===== src/rtl/mux4_tdm_sequencer.sv =====
// Time-division parallel-to-serial stage wrapped around a 4:1 mux.
// Holds an accepted 4-bit word on the mux inputs and walks the select through all slots.
module mux4_tdm_sequencer #(
    parameter int ORDER = 0
) (
    input  logic       clk,
    input  logic       rst,
    input  logic       in_valid,
    output logic       in_ready,
    input  logic [3:0] in_data,
    output logic [1:0] s,
    output logic [3:0] i,
    input  logic       y,
    output logic       ser_bit,
    output logic       ser_valid,
    input  logic       ser_ready,
    output logic       ser_last
);

    typedef enum logic {
        IDLE  = 1'b0,
        SHIFT = 1'b1
    } state_t;

    state_t     r_state;
    logic [1:0] r_cnt;
    logic [1:0] r_s;
    logic [3:0] r_i;

    logic       w_shift;
    logic       w_cnt_last;
    logic       w_load;
    logic       w_beat;
    logic [1:0] w_cnt_next;

    // The mux decodes its index as {s[0], s[1]}, so the slot index is bit-swapped onto s.
    function automatic logic [1:0] slot_sel(input logic [1:0] cnt);
        logic [1:0] idx;
        idx = (ORDER != 0) ? (2'd3 - cnt) : cnt;
        return {idx[0], idx[1]};
    endfunction

    assign w_shift    = (r_state == SHIFT);
    assign w_cnt_last = (r_cnt == 2'd3);
    assign w_cnt_next = r_cnt + 2'd1;

    assign in_ready  = !w_shift || (w_cnt_last && ser_ready);
    assign ser_valid = w_shift;
    assign ser_last  = w_shift && w_cnt_last;
    assign ser_bit   = y;
    assign s         = r_s;
    assign i         = r_i;

    assign w_load = in_valid && in_ready;
    assign w_beat = ser_valid && ser_ready;

    always_ff @(posedge clk or posedge rst) begin
        if (rst) begin
            r_state <= IDLE;
            r_cnt   <= 2'd0;
            r_s     <= 2'b00;
            r_i     <= 4'b0000;
        end else begin
            case (r_state)
                IDLE: begin
                    if (w_load) begin
                        r_i     <= in_data;
                        r_cnt   <= 2'd0;
                        r_s     <= slot_sel(2'd0);
                        r_state <= SHIFT;
                    end
                end
                SHIFT: begin
                    if (w_beat) begin
                        if (!w_cnt_last) begin
                            r_cnt <= w_cnt_next;
                            r_s   <= slot_sel(w_cnt_next);
                        end else if (w_load) begin
                            // Back-to-back word: reload without passing through IDLE.
                            r_i     <= in_data;
                            r_cnt   <= 2'd0;
                            r_s     <= slot_sel(2'd0);
                            r_state <= SHIFT;
                        end else begin
                            r_state <= IDLE;
                        end
                    end
                end
                default: r_state <= IDLE;
            endcase
        end
    end

endmodule


===== config.mk =====
export PLATFORM = sky130hd
export DESIGN_NAME = mux4_tdm_sequencer
export DESIGN_NICKNAME = d
export VERILOG_FILES = /design/src/rtl/mux4_tdm_sequencer.sv
export SDC_FILE = /design/constraint.sdc
export NUM_CORES = 1
export LEC_CHECK = 0
export CORE_AREA = 2 2 39 41
export DETAILED_ROUTE_END_ITERATION = 16
export DIE_AREA = 0 0 41 43
export GPL_ROUTABILITY_DRIVEN = 0
export PLACE_DENSITY_LB_ADDON = 0.15
export SKIP_LAST_GASP = 1
export SLEW_MARGIN = 30
export SYNTH_ARGS = -nofsm -noshare
export SYNTH_HDL_FRONTEND = slang
export SYNTH_SLANG_ARGS = --single-unit

===== constraint.sdc =====
create_clock -name clk -period 1.9 [get_ports clk]
set_input_delay 0.38 -clock clk [delete_from_list [all_inputs] [get_ports clk]]
set_output_delay 0.38 -clock clk [all_outputs]
set_load 0.02 [all_outputs]

-- After elaboration in Yosys (flattened, before gate mapping)
Index checks and enable logic that the tools add are counted.
- $add $sub $neg: 1
- equal/unequal tests: 3
- mux-type cells: 16
- bitwise operators: 1
- reductions and logical operators: 7
- operator list (cell ; count):
    two-way mux 2 bit ; 6
    two-way mux 4 bit ; 3
    one-hot mux 2 bit (2 select lines) ; 2
    one-hot mux 4 bit (2 select lines) ; 1
    logical AND 1 bit ; 4
    inequality test 2 x 1 -> 1 bit, second input constant ; 2
    two-way mux 1 bit ; 3
    adder 2 x 1 -> 2 bit, second input constant ; 1
    == test 2 bit, second input constant ; 1
    one-hot mux 1 bit (2 select lines) ; 1
    AND reduction 2 bit ; 1
    zero test 1 bit ; 1
    logical OR 1 bit ; 1
    inverter 1 bit ; 1
- bits in registers: 9

-- Logic depth before layout (Yosys ltp)
- word-level depth: 8
- depth in mapped cells: 4

-- Worst setup path before layout
Ideal clock, no wire load.
- kind: reg2reg
- from: reg r_cnt[0]
- to: reg r_i[0] (netlist: i[0])
- library setup time: 0.125 ns
- arrival time: 1.230 ns
- required time: 1.775 ns
- slack: 0.545 ns
- cell stages (with the launch flop): 5
- path buffers: 0
- period minus slack after synthesis: 1.355 ns
- cells stage by stage: dfrtp_1 -> ha_1 -> a21bo_4 -> nand2_4 -> mux2_4
- cells in the longest elaborated chain, start to end: 8
- elaborated cells between the ends (all ways): 10
- classes of those cells: eq/ne: 2; mux: 4; reduce/logical: 4
- RTL lines (item ; RTL line ; text):
    start: declaration ; 26 ; logic [1:0] r_cnt;
    start signal: assignment ; 76 ; r_cnt <= w_cnt_next;
    == test 2 bit (*) ; 44 ; assign w_cnt_last = (r_cnt == 2'd3);
    logical AND 1 bit (*) ; 47 ; assign in_ready = !w_shift || (w_cnt_last && ser_ready);
    logical OR 1 bit (*) ; 47 ;
    via in_ready ; 9 ; output logic in_ready,
    logical AND 1 bit (*) ; 54 ; assign w_load = in_valid && in_ready;
    two-way mux 4 bit (*) ; -- ;
    two-way mux 4 bit (2 in a row) ; -- ;
    one-hot mux 4 bit (2 select lines) (*) ; -- ;
    end signal: assignment ; 67 ; r_i <= in_data;
    end signal: assignment ; 80 ; r_i <= in_data;
    end: declaration ; 28 ; logic [3:0] r_i;
The timed path passes the listed nets; every way through them passes the cells marked *. The select of a mux whose other input is x is not followed.
A chain may end at the register's enable or synchronous reset.

-- Worst setup path in the final report
- from: reg r_cnt[0]
- to: out in_ready
- cells in the longest elaborated chain, start to end: 3
- RTL lines (item ; RTL line):
    == test 2 bit ; 44
    logical AND 1 bit ; 47
    logical OR 1 bit ; 47
    end: declaration ; 9
No other way between the ends.

==> impl_metrics.ini <==
[run_status]
status = complete, no violations

[die]
boundaryPins = 19
fp.dieH_um = 43
core_um2 = 1380
placementRows = 14
start_util_pct = 30.7
die-area_um2 = 1760
die_w_um = 41

[finish]
drive_gt1_share_pct = 24.5
antenna_cells = 0
synthToLayoutAreaGrowth_pct = 49.9
final_common_cell = clkdlybuf4s50_1
post-route-util_pct = 45.9
mostFrequentLayoutCells = clkdlybuf4s50_1 (14), dfrtp_1 (9), inv_1 (4), mux2_4 (4), clkbuf_4 (3)
fin_nets = 64
final_cell_area_um2 = 636

[setup_path]
cp_slowest_cell = dfrtp_1
reg2reg_setup_slack_ns = 0.39
path_cells = ha_1 > a21bo_4 > dlygate4sd2_1
crit_type = flop to primary output
path_buf_inv = 1
end_kind = primary output
reg2reg_depth = 5
max_stage_delay_ns = 0.39
path_delay_family = flip-flops
r2r-start = r_cnt[0]
cp-start-kind = flop
required_ns = 1.52
reg2reg_to = i[2]
crit_fanout = 3
worst_ep_arrival_time_ns = 1.42

[sta]
period_minus_slack_ns = 1.80
fin_crit_sh_pct = 94.5
rsz0062_at_grt = false
worst_slew_pin_slew_ns = 0.330
setup_violations = 0
fmax_mhz = 557
setup_tns_ns = 0
hold_violations = 0
skew_ns = 0.00105
relSlewSlack_pct = 78.0
maxSlewViolCount = 0

[power]
intPower_uw = 644
share_comb_of_total_power_pct = 51.5
leakagePower_nw = 0.324
swShare_pct = 34.5
seqPwrFrac_pct = 34.5
switchingPower_uw = 339
clkPwrFrac_pct = 14.0
p_per_area_nw_per_um2 = 1550
max-vdd-ir-drop_mv = 0.708

[yosys]
synth.avg_cell_area_um2 = 13.3
syn_inst = 32
syn_area_um2 = 424
ys_warn_count = 0
synthDistinctLibCells = 16
ys_seq_area_share_pct = 53.1
synth-seq-cells = 9
synthesis.nets = 42

[grt]
gr-total-overflow = 0
antenna_found_initial = 0
grt_max_degree = 10
grt_pass1_vias = 341
grt_first_pass_wirelength_mm = 1.32
gr-usage-all-layers_pct = 11.6

[cts]
clkLatencyLatePin_ns = 0.25
clock-sinks = 9
cts.clk_slew.worst_paths_ns = 0.06
h-tree-depth = 1
cts_tree = built
post_cts_buffers = 0
root_buffer = clkbuf_4
clockBufferDepth = 2
numCtsBuffers = 3

[drt]
ant_nets = 0
vias_per_cell = 4.52
dr.pass1.iters = 2
wl_um = 819
drt_iter0_drc = 3
wl_per_cell_um = 11.9
vias = 312
drc = 0

[place]
place_area_um2 = 612
io_buffers = 16
dp_hpwl_um = 713

[min_path]
min_path_type = input pin to async pin

[job]
drv_cap = 0
[area by class of cell]
type	count	area (µm²)
clock buffers	4	26.3
fillers	133	748
inverters	4	15.0
multi-input cells	18	176
flip-flops and latches	9	225
well taps	16	20.0
repair buffers	18	173
[cell usage after synthesis]
cell type  number  area share (%)
mux2_4          4              14
ha_1            1             2.9
and2_1          1             1.5
nor2b_1         1             1.5
o22a_2          1             2.4
nand3_1         1             1.2
nand2_4         1             2.7
a21o_1          2             3.5
o22ai_1         1             1.5
buf_4           1             1.8
a21bo_4         1             3.8
dfrtp_1         9              53
inv_1           4             3.5
o21ai_0         2             2.4
or2b_1          1             1.8
and3b_2         1             2.4
[cells by family after synthesis]
kind of cell | synth area share [%]
DFF | 53.1
AOI/OAI and AO/OA | 13.6
and+or+nand+nor | 10.9
buffers and inverters | 5.31
muxes | 14.2
adders and majority gates | 2.95
[through the flow]
step / total power, mW / cells / hold WS (ns) / setup WS [ns]
after detailed placement: 0.869 / 65 / 0.490 / -0.0883
final: 0.983 / 69 / 0.384 / 0.104
after CTS: 1.00 / 69 / 0.388 / 0.0851
after global routing: 1.05 / 69 / 0.429 / 0.0472
after global placement: 0.846 / 65 / 0.465 / -0.0843
after floorplan: 0.633 / 32 / 0.208 / 0.545
[worst max path at each step]
stage / cells after the start / startpoint / slack, ns / to
floorplan: 4 / r_cnt[0] / 0.55 / i[0]
global placement: 3 / ser_ready / -0.08 / in_ready
detailed placement: 3 / ser_ready / -0.09 / in_ready
CTS: 3 / r_cnt[0] / 0.09 / in_ready
global route: 3 / r_cnt[0] / 0.05 / in_ready
finish: 3 / r_cnt[0] / 0.10 / in_ready
[metal layers]
layer	track usage, %	wire, µm	vias up
met5	0	0	-
met4	6.00	0	0
met3	3.66	80	0
met2	20.3	438	15
met1	11.1	301	146
li1	-	-	151
[timing repair]
action / CTS / global route
endpoints found under the setup margin: 2 / 0
hold buffers: 0 / 0
gates resized for setup: 2 / 0
[power groups by stage]
stage | registers (mW) | logic [mW] | clock network [mW]
floorplan | 0.411 | 0.222 | 0
global placement | 0.330 | 0.516 | 0
detailed placement | 0.339 | 0.530 | 0
CTS | 0.341 | 0.517 | 0.146
global route | 0.349 | 0.549 | 0.154
finish | 0.339 | 0.506 | 0.138
[registers in the layout, summed over array words and instances (netlist names)]
register / cells
ser_valid: 1
r_cnt: 2
i: 4
s: 2
(Power assumes the default switching activity.)
